### src/rtl/ag6502_bus_pkg.sv
// ag6502_bus_pkg: shared owner codes and state encodings for the ag6502 bus scheduler
package ag6502_bus_pkg;
    localparam logic [1:0] OWN_CPU  = 2'd0;
    localparam logic [1:0] OWN_DMA  = 2'd1;
    localparam logic [1:0] OWN_EXT  = 2'd2;
    localparam logic [1:0] OWN_IDLE = 2'd3;
    typedef enum logic [1:0] {ST_PH1, ST_PH2, ST_WAIT} state_t;
    typedef enum logic [1:0] {ARB_CPU, ARB_HOLD, ARB_EXT} arb_t;
endpackage

### src/rtl/ag6502_bus_sched_arb.sv
// ag6502_bus_sched_arb: hands the phi_0-high slots between the CPU and an external master
// Ports: baseclk/rst clock and sync reset; cycle_end marks the last tick of a CPU cycle;
// cpu_read is the read strobe of the cycle ending; ext_req requests the bus;
// cpu_rdy stalls the CPU; ext_gnt gives the external master the phi_0-high slots.
module ag6502_bus_sched_arb
    import ag6502_bus_pkg::*;
(
    input  logic baseclk,
    input  logic rst,
    input  logic cycle_end,
    input  logic cpu_read,
    input  logic ext_req,
    output logic cpu_rdy,
    output logic ext_gnt
);
    arb_t state, nxt;
    always_ff @(posedge baseclk) begin
        if (rst) state <= ARB_CPU;
        else     state <= nxt;
    end
    // The grant waits for a read cycle end because the CPU ignores RDY while writing.
    always_comb begin
        nxt = state;
        if (cycle_end)
            nxt = !ext_req                         ? ARB_CPU  :
                  (state == ARB_CPU)               ? ARB_HOLD :
                  (state == ARB_HOLD && cpu_read)  ? ARB_EXT  : state;
    end
    always_comb begin
        cpu_rdy = state == ARB_CPU;
        ext_gnt = state == ARB_EXT;
    end
endmodule

### src/rtl/ag6502_bus_sched.sv
// ag6502_bus_sched: derives phi_0 and time-multiplexes the memory bus between DMA, CPU and an external master
// Ports: baseclk/rst clock and sync reset; phi_0 CPU phase clock; cpu_ab/cpu_read/cpu_rdy CPU side;
// dma_req/dma_ab/dma_ack DMA read slot in phi_0-low; ext_req/ext_ab/ext_we/ext_gnt external master;
// mem_wait stretches phi_0-high; mem_ab/mem_cs/mem_we/mem_owner registered memory bus.
module ag6502_bus_sched
    import ag6502_bus_pkg::*;
#(
    parameter int HALF     = 5,
    parameter int MAX_WAIT = 7,
    parameter int AW       = 16
) (
    input  logic          baseclk,
    input  logic          rst,
    output logic          phi_0,
    input  logic [AW-1:0] cpu_ab,
    input  logic          cpu_read,
    output logic          cpu_rdy,
    input  logic          dma_req,
    input  logic [AW-1:0] dma_ab,
    output logic          dma_ack,
    input  logic          ext_req,
    input  logic [AW-1:0] ext_ab,
    input  logic          ext_we,
    output logic          ext_gnt,
    input  logic          mem_wait,
    output logic [AW-1:0] mem_ab,
    output logic          mem_cs,
    output logic          mem_we,
    output logic [1:0]    mem_owner
);
    localparam int CW = $clog2(HALF);
    localparam int WW = $clog2(MAX_WAIT + 2);

    state_t         state, nxt_state;
    logic [CW-1:0]  cnt, nxt_cnt;
    logic [WW-1:0]  wcnt, nxt_wcnt;
    logic           last, cycle_end, enter_ph2;
    logic [AW-1:0]  n_ab;
    logic           n_cs, n_we, n_ack;
    logic [1:0]     n_own;

    always_ff @(posedge baseclk) begin
        if (rst) begin
            state <= ST_PH1;
            cnt   <= '0;
            wcnt  <= '0;
        end else begin
            state <= nxt_state;
            cnt   <= nxt_cnt;
            wcnt  <= nxt_wcnt;
        end
    end

    always_comb begin
        last      = cnt == CW'(HALF - 1);
        nxt_state = state;
        nxt_cnt   = last ? '0 : cnt + 1'b1;
        nxt_wcnt  = '0;
        if (state == ST_PH1) begin
            nxt_state = last ? ST_PH2 : ST_PH1;
        end else if (state == ST_PH2) begin
            nxt_state = !last ? ST_PH2 : (mem_wait && MAX_WAIT > 0) ? ST_WAIT : ST_PH1;
            nxt_wcnt  = WW'(nxt_state == ST_WAIT);
        end else begin
            nxt_state = (!mem_wait || wcnt == WW'(MAX_WAIT)) ? ST_PH1 : ST_WAIT;
            nxt_cnt   = '0;
            nxt_wcnt  = (nxt_state == ST_WAIT) ? wcnt + 1'b1 : '0;
        end
    end

    // Bus contents are latched once at each half's entry edge and held for the whole half.
    always_comb begin
        cycle_end = state != ST_PH1 && nxt_state == ST_PH1;
        enter_ph2 = state == ST_PH1 && nxt_state == ST_PH2;
        n_own = cycle_end ? (dma_req ? OWN_DMA : OWN_IDLE) :
                enter_ph2 ? (ext_gnt ? OWN_EXT : OWN_CPU)  : mem_owner;
        n_cs  = cycle_end ? dma_req : enter_ph2 ? 1'b1 : mem_cs;
        n_we  = cycle_end ? 1'b0 : enter_ph2 ? (ext_gnt ? ext_we : !cpu_read) : mem_we;
        n_ab  = cycle_end ? (dma_req ? dma_ab : '0) :
                enter_ph2 ? (ext_gnt ? ext_ab : cpu_ab) : mem_ab;
        n_ack = state == ST_PH1 && nxt_state == ST_PH1 && nxt_cnt == CW'(HALF - 1) && mem_owner == OWN_DMA;
    end

    always_ff @(posedge baseclk) begin
        if (rst) begin
            phi_0     <= 1'b0;
            dma_ack   <= 1'b0;
            mem_ab    <= '0;
            mem_cs    <= 1'b0;
            mem_we    <= 1'b0;
            mem_owner <= OWN_IDLE;
        end else begin
            phi_0     <= nxt_state != ST_PH1;
            dma_ack   <= n_ack;
            mem_ab    <= n_ab;
            mem_cs    <= n_cs;
            mem_we    <= n_we;
            mem_owner <= n_own;
        end
    end

    ag6502_bus_sched_arb u_arb (
        .baseclk   (baseclk),
        .rst       (rst),
        .cycle_end (cycle_end),
        .cpu_read  (cpu_read),
        .ext_req   (ext_req),
        .cpu_rdy   (cpu_rdy),
        .ext_gnt   (ext_gnt)
    );
endmodule

### config.mk
export PLATFORM = sky130hd
export DESIGN_NAME = ag6502_bus_sched
export DESIGN_NICKNAME = d
export VERILOG_FILES = /design/src/rtl/ag6502_bus_pkg.sv /design/src/rtl/ag6502_bus_sched_arb.sv /design/src/rtl/ag6502_bus_sched.sv
export SDC_FILE = /design/constraint.sdc
export NUM_CORES = 1
export LEC_CHECK = 0
export ABC_CLOCK_PERIOD_IN_PS = 2000
export CORE_ASPECT_RATIO = 1.25
export CORE_UTILIZATION = 40
export CTS_CLUSTER_DIAMETER = 40
export DETAILED_ROUTE_END_ITERATION = 12
export PLACE_DENSITY = 0.89
export SLEW_MARGIN = 20
export SYNTH_ARGS = -nofsm -noshare
export SYNTH_HDL_FRONTEND = slang
export SYNTH_SLANG_ARGS = --single-unit
### constraint.sdc
create_clock -name baseclk -period 2 [get_ports baseclk]
set_input_delay 0.4 -clock baseclk [delete_from_list [all_inputs] [get_ports baseclk]]
set_output_delay 0.4 -clock baseclk [all_outputs]
set_load 0.03 [all_outputs]
# ---- Yosys cells after proc, flatten, opt, wreduce, memory -nomap -nowiden
# Index checks and enable logic that the tools add are counted.
dict set report classes {
  addsub 2
  multipliers 0
  div 0
  magnitude_cmp 0
  eq_ne 11
  shift 0
  mux 25
  bitwise_logic 1
  reduce_logical 19
}
# cell count
set op_table {}
lappend op_table {{$mux W16} 4}
lappend op_table {{$mux W2} 12}
lappend op_table {{$mux W3} 3}
lappend op_table {{$eq A2 B1 Y1 const B} 4}
lappend op_table {{$eq A2 B2 Y1 const B} 3}
lappend op_table {{$eq A3 B3 Y1 const B} 2}
lappend op_table {{$logic_and A1 B1 Y1} 6}
lappend op_table {{$logic_not A2 Y1} 3}
lappend op_table {{$mux W1} 6}
lappend op_table {{$reduce_bool A2 Y1} 3}
lappend op_table {{$add A4 B1 Y4 const B} 1}
lappend op_table {{$eq A4 B3 Y1 const B} 1}
lappend op_table {{$reduce_or A2 Y1} 2}
lappend op_table {{$reduce_or A4 Y1} 1}
lappend op_table {{$add A3 B1 Y3 const B} 1}
lappend op_table {{$ne A3 B2 Y1 const B} 1}
lappend op_table {{$logic_not A1 Y1} 2}
lappend op_table {{$reduce_and A2 Y1} 1}
lappend op_table {{$logic_or A1 B1 Y1} 1}
lappend op_table {{$not A1 Y1} 1}
dict set report totals {
  ff_bits 33
  latch_bits 0
  mem_bits_rw 0
  romBits 0
  inputBits 55
  output_inout_bits 24
  word_cells 69
  mem_count 0
}

# ---- Longest topological paths before layout
# Gate-level depths: netlist (run 1).
dict set report logic_depth {
  ltp_word 9
  depth_mapped 8
  mapped_depth_nobuf 6
}

# ---- Cells and area by module
# Synthesis (run 1) repeated with hierarchy kept, for this count alone.
dict set report hier_totals {
  hier_cells 187
  area_unflattened_um2 1630.3
}
# module n_inst cells_each area_each_um2 seq_area_each_um2
set modules_own_cells {}
lappend modules_own_cells {ag6502_bus_sched 1 176 1524.0 620.6}
lappend modules_own_cells {ag6502_bus_sched_arb 1 11 106.4 40.0}

# ---- Worst setup path after synthesis (run 1)
# Ideal clock, no wire load.
dict set report synth_timing {
  path_kind {register -> register}
  start {register cnt[0]}
  end {register mem_ab[13]}
  setup_ns 0.120
  arrival_ns 1.457
  required_ns 1.880
  slack_ns 0.423
  path_stages_with_launch 8
  path_buffers 1
  period_less_slack_ns 1.577
  cell_sequence {dfxtp_1 -> inv_1 -> ha_1 -> and4b_1 -> a2bb2oi_2 -> buf_4 -> and3_1 -> a211o_1}
}
dict set report synth_via {
  elab_chain_len 7
  word_cells_on_any_way 11
  cone_classes {eq/ne (2); mux (5); reduce/logical (4)}
}
# item line
set synth_lines {}
lappend synth_lines {{from (decl)} ag6502_bus_sched.sv:35} ;# logic [CW-1:0] cnt, nxt_cnt;
lappend synth_lines {{from (signal assigned)} ag6502_bus_sched.sv:49} ;# cnt <= nxt_cnt;
lappend synth_lines {{$eq A3 B3 Y1 (*)} ag6502_bus_sched.sv:55} ;# last = cnt == CW'(HALF - 1);
lappend synth_lines {{$mux W2} ag6502_bus_sched.sv:62} ;# nxt_state = !last ? ST_PH2 : (mem_wait && MAX_WAIT > 0) ? ST_WAIT : ST_PH1;
lappend synth_lines {{$mux W2} ag6502_bus_sched.sv:61} ;# end else if (state == ST_PH2) begin
lappend synth_lines {{$mux W2 (*)} ag6502_bus_sched.sv:59} ;# if (state == ST_PH1) begin
lappend synth_lines {{$eq A2 B1 Y1 / $logic_not A2 Y1 (equally long branches)} {ag6502_bus_sched.sv:74, ag6502_bus_sched.sv:73}}
lappend synth_lines {{$logic_and A1 B1 Y1, on equally long branches} {ag6502_bus_sched.sv:74, ag6502_bus_sched.sv:73}}
lappend synth_lines {{$reduce_bool A2 Y1 (no source line) / $mux W16 (equally long branches)} --}
lappend synth_lines {{to (signal assigned)} ag6502_bus_sched.sv:95} ;# mem_ab <= n_ab;
lappend synth_lines {{to (decl)} ag6502_bus_sched.sv:26} ;# output logic [AW-1:0] mem_ab,
# Mark *: on every way between the ends. The rest lies on a longest branch, timed or not.
# A chain may end at the register's enable or synchronous reset.

# ---- Final worst setup path (run 1)
dict set report layout_timing {
  start {register u_arb.state[1]}
  end {output port cpu_rdy}
}
dict set report layout_via {
  elab_chain_len 1
}
# item line
set layout_lines {}
lappend layout_lines {{from (decl)} ag6502_bus_sched_arb.sv:16} ;# arb_t state, nxt;
lappend layout_lines {{from (signal assigned)} ag6502_bus_sched_arb.sv:19} ;# else state <= nxt;
lappend layout_lines {{$logic_not A2 Y1} ag6502_bus_sched_arb.sv:30} ;# cpu_rdy = state == ARB_CPU;
lappend layout_lines {{to (decl)} ag6502_bus_sched.sv:17} ;# output logic cpu_rdy,
# No other way between the ends.

==> results of run 1 <==
[power groups by stage]
stage	combinational, uW	clock, uW	sequential [uW]
finish	225	486	683
global route	242	530	685
CTS	225	495	683
detailed placement	224	0	698
global placement	219	0	698
floorplan	64.9	0	715
[metrics by stage]
| stage | hold slack (ps) | util (%) | cells | instance area [sq um] |
|---|---|---|---|---|
| after floorplan | 432 | - | 193 | 1660 |
| after global placement | 443 | 64.3 | 320 | 2490 |
| after detailed placement | 451 | 64.5 | 320 | 2500 |
| after CTS | 463 | 66.7 | 328 | 2590 |
| after global routing | 486 | 66.8 | 328 | 2590 |
| final | 461 | 66.8 | 328 | 2590 |
[sequential cells by signal, indices dropped and copies added (netlist names)]
register and count:
mem_ab 16, phi_0 1, state 2, mem_we 1, wcnt 4, u_arb.state 2
dma_ack 1, cnt 3, mem_cs 1, mem_owner 2
[per-layer routing]
layer	wire length, microns	share of wire [%]	vias to the layer above	GRT usage (%)
met4	43	0.96	0	6.46
met2	2220	50	60	37.8
li1	-	-	842	-
met5	0	0	-	0
met1	1850	41	773	21.9
met3	359	8.0	4	6.96
[kinds of logic (layout without fill, tap and decap cells)]
family / count (synthesis) / count (layout) / share of synthesized area [%]
compound gates: 49 / 49 / 24.1
xor+xnor: 3 / 3 / 1.58
fa+ha+maj: 3 / 3 / 2.26
buf+inv: 23 / 104 / 7.61
flops: 33 / 33 / 39.8
mux: 1 / 1 / 0.603
simple gates: 81 / 81 / 24.0
[worst max-delay path by stage]
stage                                         end  slack [ps]  depth (start not counted)
after floorplan           mem_ab[13]$_SDFFE_PP0P_         420                          7
after CTS                  mem_ab[9]$_SDFFE_PP0P_         150                          5
final                                     cpu_rdy         180                          2
after global placement    mem_ab[10]$_SDFFE_PP0P_        -290                          4
after detailed placement   mem_ab[9]$_SDFFE_PP0P_        -150                          5
after global routing                      cpu_rdy         120                          2
[final cells by class]
class                           instances  area share (%)
Multi-Input combinational cell        137            34.1
Tap cell                               54            2.61
Timing Repair Buffer                   87            33.1
Clock buffer                            5            2.66
Clock inverter                          3           0.676
Sequential cell                        33            25.5
Inverter                                9            1.30
[what timing repair did]
action | CTS | global route
gates resized for setup | 0 | 1
setup endpoints to repair | 0 | 16
setup buffers | 0 | 0
[cell usage in the layout, fill, tap and decap left out, types with 8 or more instances in the layout]
| master | netlist | final |
|---|---|---|
| dfxtp_1 | 33 | 33 |
| a21oi_2 | 10 | 10 |
| nor2_1 | 10 | 9 |
| nand2_1 | 36 | 36 |
| a21oi_1 | 10 | 10 |
| a211o_1 | 16 | 16 |
| buf_4 | 1 | 9 |
| inv_1 | 8 | 8 |
| clkdlybuf4s50_1 | 0 | 77 |
| and3_1 | 17 | 17 |
==> reports/metrics.cfg, run 1 <==
[drt]
vias = 1679
drt-initial-drc-count = 72
antenna_left = 0
wl_microns = 4470
drt_pre_antenna_iters = 4
wl_per_cell_microns = 13.6
viasPerCell = 5.12
drc_errors = 0

[worst_hold_path]
min_path_type = reg2reg
worst_hold_startpoint = cnt[0]$_SDFF_PP0_
hold_path_end = cnt[0]$_SDFF_PP0_
worstHoldPathCells = 1

[final_layout]
nets = 331
syn2layout_area_growth_pct = 56.1
multiInputGateArea_sq_um = 885
drive_gt1_share_pct = 12.8
fillers = 324
diodes = 0
seq_area_sq_um = 661

[run_status]
status = finished, final reports clean

[synth]
mappedNetlistArea_sq_um = 1660
yosysTopAreaCell = dfxtp_1
synth_edf_count = 0
synthFlopType = dfxtp_1
ys_ff_latch = 33
synth.most_common_cell = nand2_1
async_reset_ff_share_pct = 0
ys_seq_area_share_pct = 39.8
synth.top_cell.area_share_pct = 39.8
avgSynthCellArea_sq_um = 8.60
syn-instance-count = 193
synthTopCellsByArea = dfxtp_1 40%, a211o_1 8.4%, nand2_1 8.1%, and3_1 6.4%, a21oi_2 5.3%
synthTopCellsByCount = 36 x nand2_1, 33 x dfxtp_1, 17 x and3_1
synth_cell_types = 39
syn_nets = 251
yosysWarnings = 0

[global_route]
grt_antenna_before_repair = 0
grt_pass1_wl_microns = 6890
grt_use_total_pct = 20.6
grt.overflow.total = 0
grt_pass1_vias = 1603
grt_max_degree = 21

[power]
power.internal_uw = 1050
p_per_area_nw_per_um2 = 538
power.switching_uw = 343
leakagePower_uw = 0.00116
ir_worst_vdd_uv = 318
p_clk_share_pct = 34.8
comb_power_share_pct = 16.2
power_uw = 1390
seqPwrFrac_pct = 49.0
netSwitchingFraction_pct = 24.6

[worst_setup_path]
cp-start-kind = flop
critPathMaxFanout = 4
reg2regPathDepth = 6
reg2reg_to = mem_ab[8]$_SDFFE_PP0P_
reg2reg_from = cnt[0]$_SDFF_PP0_
worstPathArrival_ps = 1420
required_ps = 1600
cpPeakStageDelay_ps = 700
crit_buf_inv = 1
cp_slowest_cell = clkdlybuf4s50_1
cp_cell_sequence = nor2_1 > clkdlybuf4s50_1
cpLargestDelayFamily = buffers and inverters
ff2ff_setup_slack_ps = 310
critPathLaunch = u_arb.state[1]$_SDFFE_PP0P_
crit_type = reg2out
critPathCaptureType = primary output

[place]
io_buffer_count = 78
place_ws_ps = -154
hpwl_microns = 3380
gp_congestion = 0.845

[sta]
setup_slack_ps = 177
slew_headroom_pct = 54.9
max_freq_mhz = 549
finalHoldViolCount = 0
tightest_slew_ps = 676
report.final.slew_viol_count = 0
period_share_pct = 91.1
skew_ps = 7.23
setup_violations = 0
grt_setup_unrepaired = no
post-route-min-period_ps = 1820
setup_tns_ps = 0

[floorplan]
die_h_microns = 74.0
die-area_sq_um = 4410
die_x_microns = 59.6
io_pins = 79
coreArea_sq_um = 3880
row_count = 25
start_util_pct = 42.8

[clock_network]
clk_pin_slew_ps = 70
cts_buffers = 5
htreeDepth = 2
clock-sinks = 33
root_buffer = clkbuf_8
clockBufferDepth = 2
cts_tree = yes
ctsHoldBuffers = 0
clkLatencyLatePin_ps = 290

[job]
max_cap_viol_count = 0

Power figures use the tool's default switching activity.
==> inputs of run 2 (changes only) <==
CORE_ASPECT_RATIO = 1.4   (was 1.25)
==> run 2 against run 1 <==
  * Cell count fell by 3.4%
  * Worst hold slack improved by 6.3 ps
  * Critical path depth did not move
  * Utilization fell by 1.5 points
  * Design area fell by 0.39%
  * Global-route usage barely moved
  * Routed wire length fell by 0.25%
  * Non-clock buffer count did not move
  * Clock-buffer cell count rose by 2
==> reports/metrics.cfg, run 2 (synthesis gave the netlist of run 1 again) <==
[run_status]
status = finished, final reports clean

[worst_setup_path]
reg2regPathDepth = 7
cp-start-kind = flop
reg2reg_to = mem_ab[15]$_SDFFE_PP0P_
cp_slowest_cell = clkdlybuf4s50_1
crit_buf_inv = 1
cpPeakStageDelay_ps = 680
reg2reg_from = cnt[0]$_SDFF_PP0_
crit_type = reg2out
ff2ff_setup_slack_ps = 300
cp_cell_sequence = nor2_1 > clkdlybuf4s50_1
critPathCaptureType = primary output
required_ps = 1600
worstPathArrival_ps = 1420
cpLargestDelayFamily = buffers and inverters
critPathMaxFanout = 4

[floorplan]
start_util_pct = 42.0
die_h_microns = 78.2
io_pins = 79
row_count = 27
coreArea_sq_um = 3950
die-area_sq_um = 4420
die_x_microns = 56.5

[sta]
grt_setup_unrepaired = no
slew_headroom_pct = 40.9
tightest_slew_ps = 883
finalHoldViolCount = 0
max_freq_mhz = 548
skew_ps = 4.50
report.final.slew_viol_count = 0
setup_slack_ps = 176
post-route-min-period_ps = 1820
period_share_pct = 91.2
setup_violations = 0

[worst_hold_path]
worstHoldPathCells = 1
min_path_type = reg2reg
worst_hold_startpoint = mem_ab[9]$_SDFFE_PP0P_
hold_path_end = mem_ab[9]$_SDFFE_PP0P_

[global_route]
grt_max_degree = 21
grt_antenna_before_repair = 0
grt_use_total_pct = 20.6
grt_pass1_wl_microns = 7120
grt_pass1_vias = 1619
grt.overflow.total = 0

[power]
ir_worst_vdd_uv = 604
leakagePower_uw = 0.00117
p_per_area_nw_per_um2 = 564
power_uw = 1460

[clock_network]
cts_tree = yes
clock-sinks = 33
ctsHoldBuffers = 0
clkLatencyLatePin_ps = 280
cts_buffers = 5
htreeDepth = 2
cts_resized = 0
clk_pin_slew_ps = 60
postCtsSetupBuffers = 0
root_buffer = clkbuf_8
clockBufferDepth = 2

[final_layout]
fillers = 341
final_common_cell = clkdlybuf4s50_1
syn2layout_area_growth_pct = 55.5
final_cell_mix = 77 x clkdlybuf4s50_1, 36 x nand2_1, 33 x dfxtp_1
reg_top3 = mem_ab: 16 flops, wcnt: 4 flops, cnt: 3 flops
stdcell_count = 317
largest_reg_flops = 16
nets = 331
regMostFlops = mem_ab
diodes = 0
drive_gt1_share_pct = 12.4

[drt]
drc_errors = 0
viasPerCell = 5.29
drt-initial-drc-count = 38
wl_microns = 4450
vias = 1678
drt_pre_antenna_iters = 4
wl_per_cell_microns = 14.1
antenna_left = 0

[place]
place_ws_ps = -22.9
hpwl_microns = 3290
io_buffer_count = 78
gp_congestion = 0.799
dp_cells = 309

[job]
max_cap_viol_count = 0

## run 2: cell types whose count changed in the layout (fill, tap and decap cells not counted), sizes merged
cell and change:
clkbuf +2, clkinv -1, clkinvlp -1
## run 2: final cells by class
cell class                      count  area, sq um  share of cell area (%)
Clock buffer                        7         96.3                    3.73
Clock inverter                      1         5.00                   0.194
Inverter                            9         33.8                    1.31
Multi-Input combinational cell    137          873                    33.8
Sequential cell                    33          661                    25.6
Tap cell                           43         53.8                    2.08
Timing Repair Buffer               87          858                    33.3
## run 2: per-stage QoR
step | TNS [ps] | hold slack [ps] | instance area, sq um | util [%]
floorplan | 0 | 432 | 1660 | -
global placement | 0 | 442 | 2480 | 62.7
detailed placement | -226 | 454 | 2480 | 62.7
CTS | 0 | 469 | 2580 | 65.3
global route | 0 | 488 | 2580 | 65.3
finish | 0 | 467 | 2580 | 65.3
## run 2: power by group
part           switching (uW)  internal (uW)
Sequential               11.1            673
Clock                     233            311
Combinational            85.7            142
Total                     330           1130
## run 2: worst max-delay path by stage
stage,start,to,slack (ps),depth (start not counted)
after CTS,u_arb.state[1]$_SDFFE_PP0P_,cpu_rdy,150,2
after floorplan,cnt[0]$_SDFF_PP0_,mem_ab[13]$_SDFFE_PP0P_,420,7
after detailed placement,rst,mem_ab[15]$_SDFFE_PP0P_,-20,4
final,u_arb.state[1]$_SDFFE_PP0P_,cpu_rdy,180,2
after global placement,rst,mem_ab[12]$_SDFFE_PP0P_,0.7,4
after global routing,u_arb.state[1]$_SDFFE_PP0P_,cpu_rdy,130,2
## run 2: layer usage
metal | up-vias | track usage [%] | wire length [microns]
met2 | 54 | 36.7 | 2330
met3 | 4 | 5.27 | 267
met4 | 0 | 8.29 | 38
met5 | - | 0 | 0
met1 | 783 | 23.0 | 1820
li1 | 837 | - | -
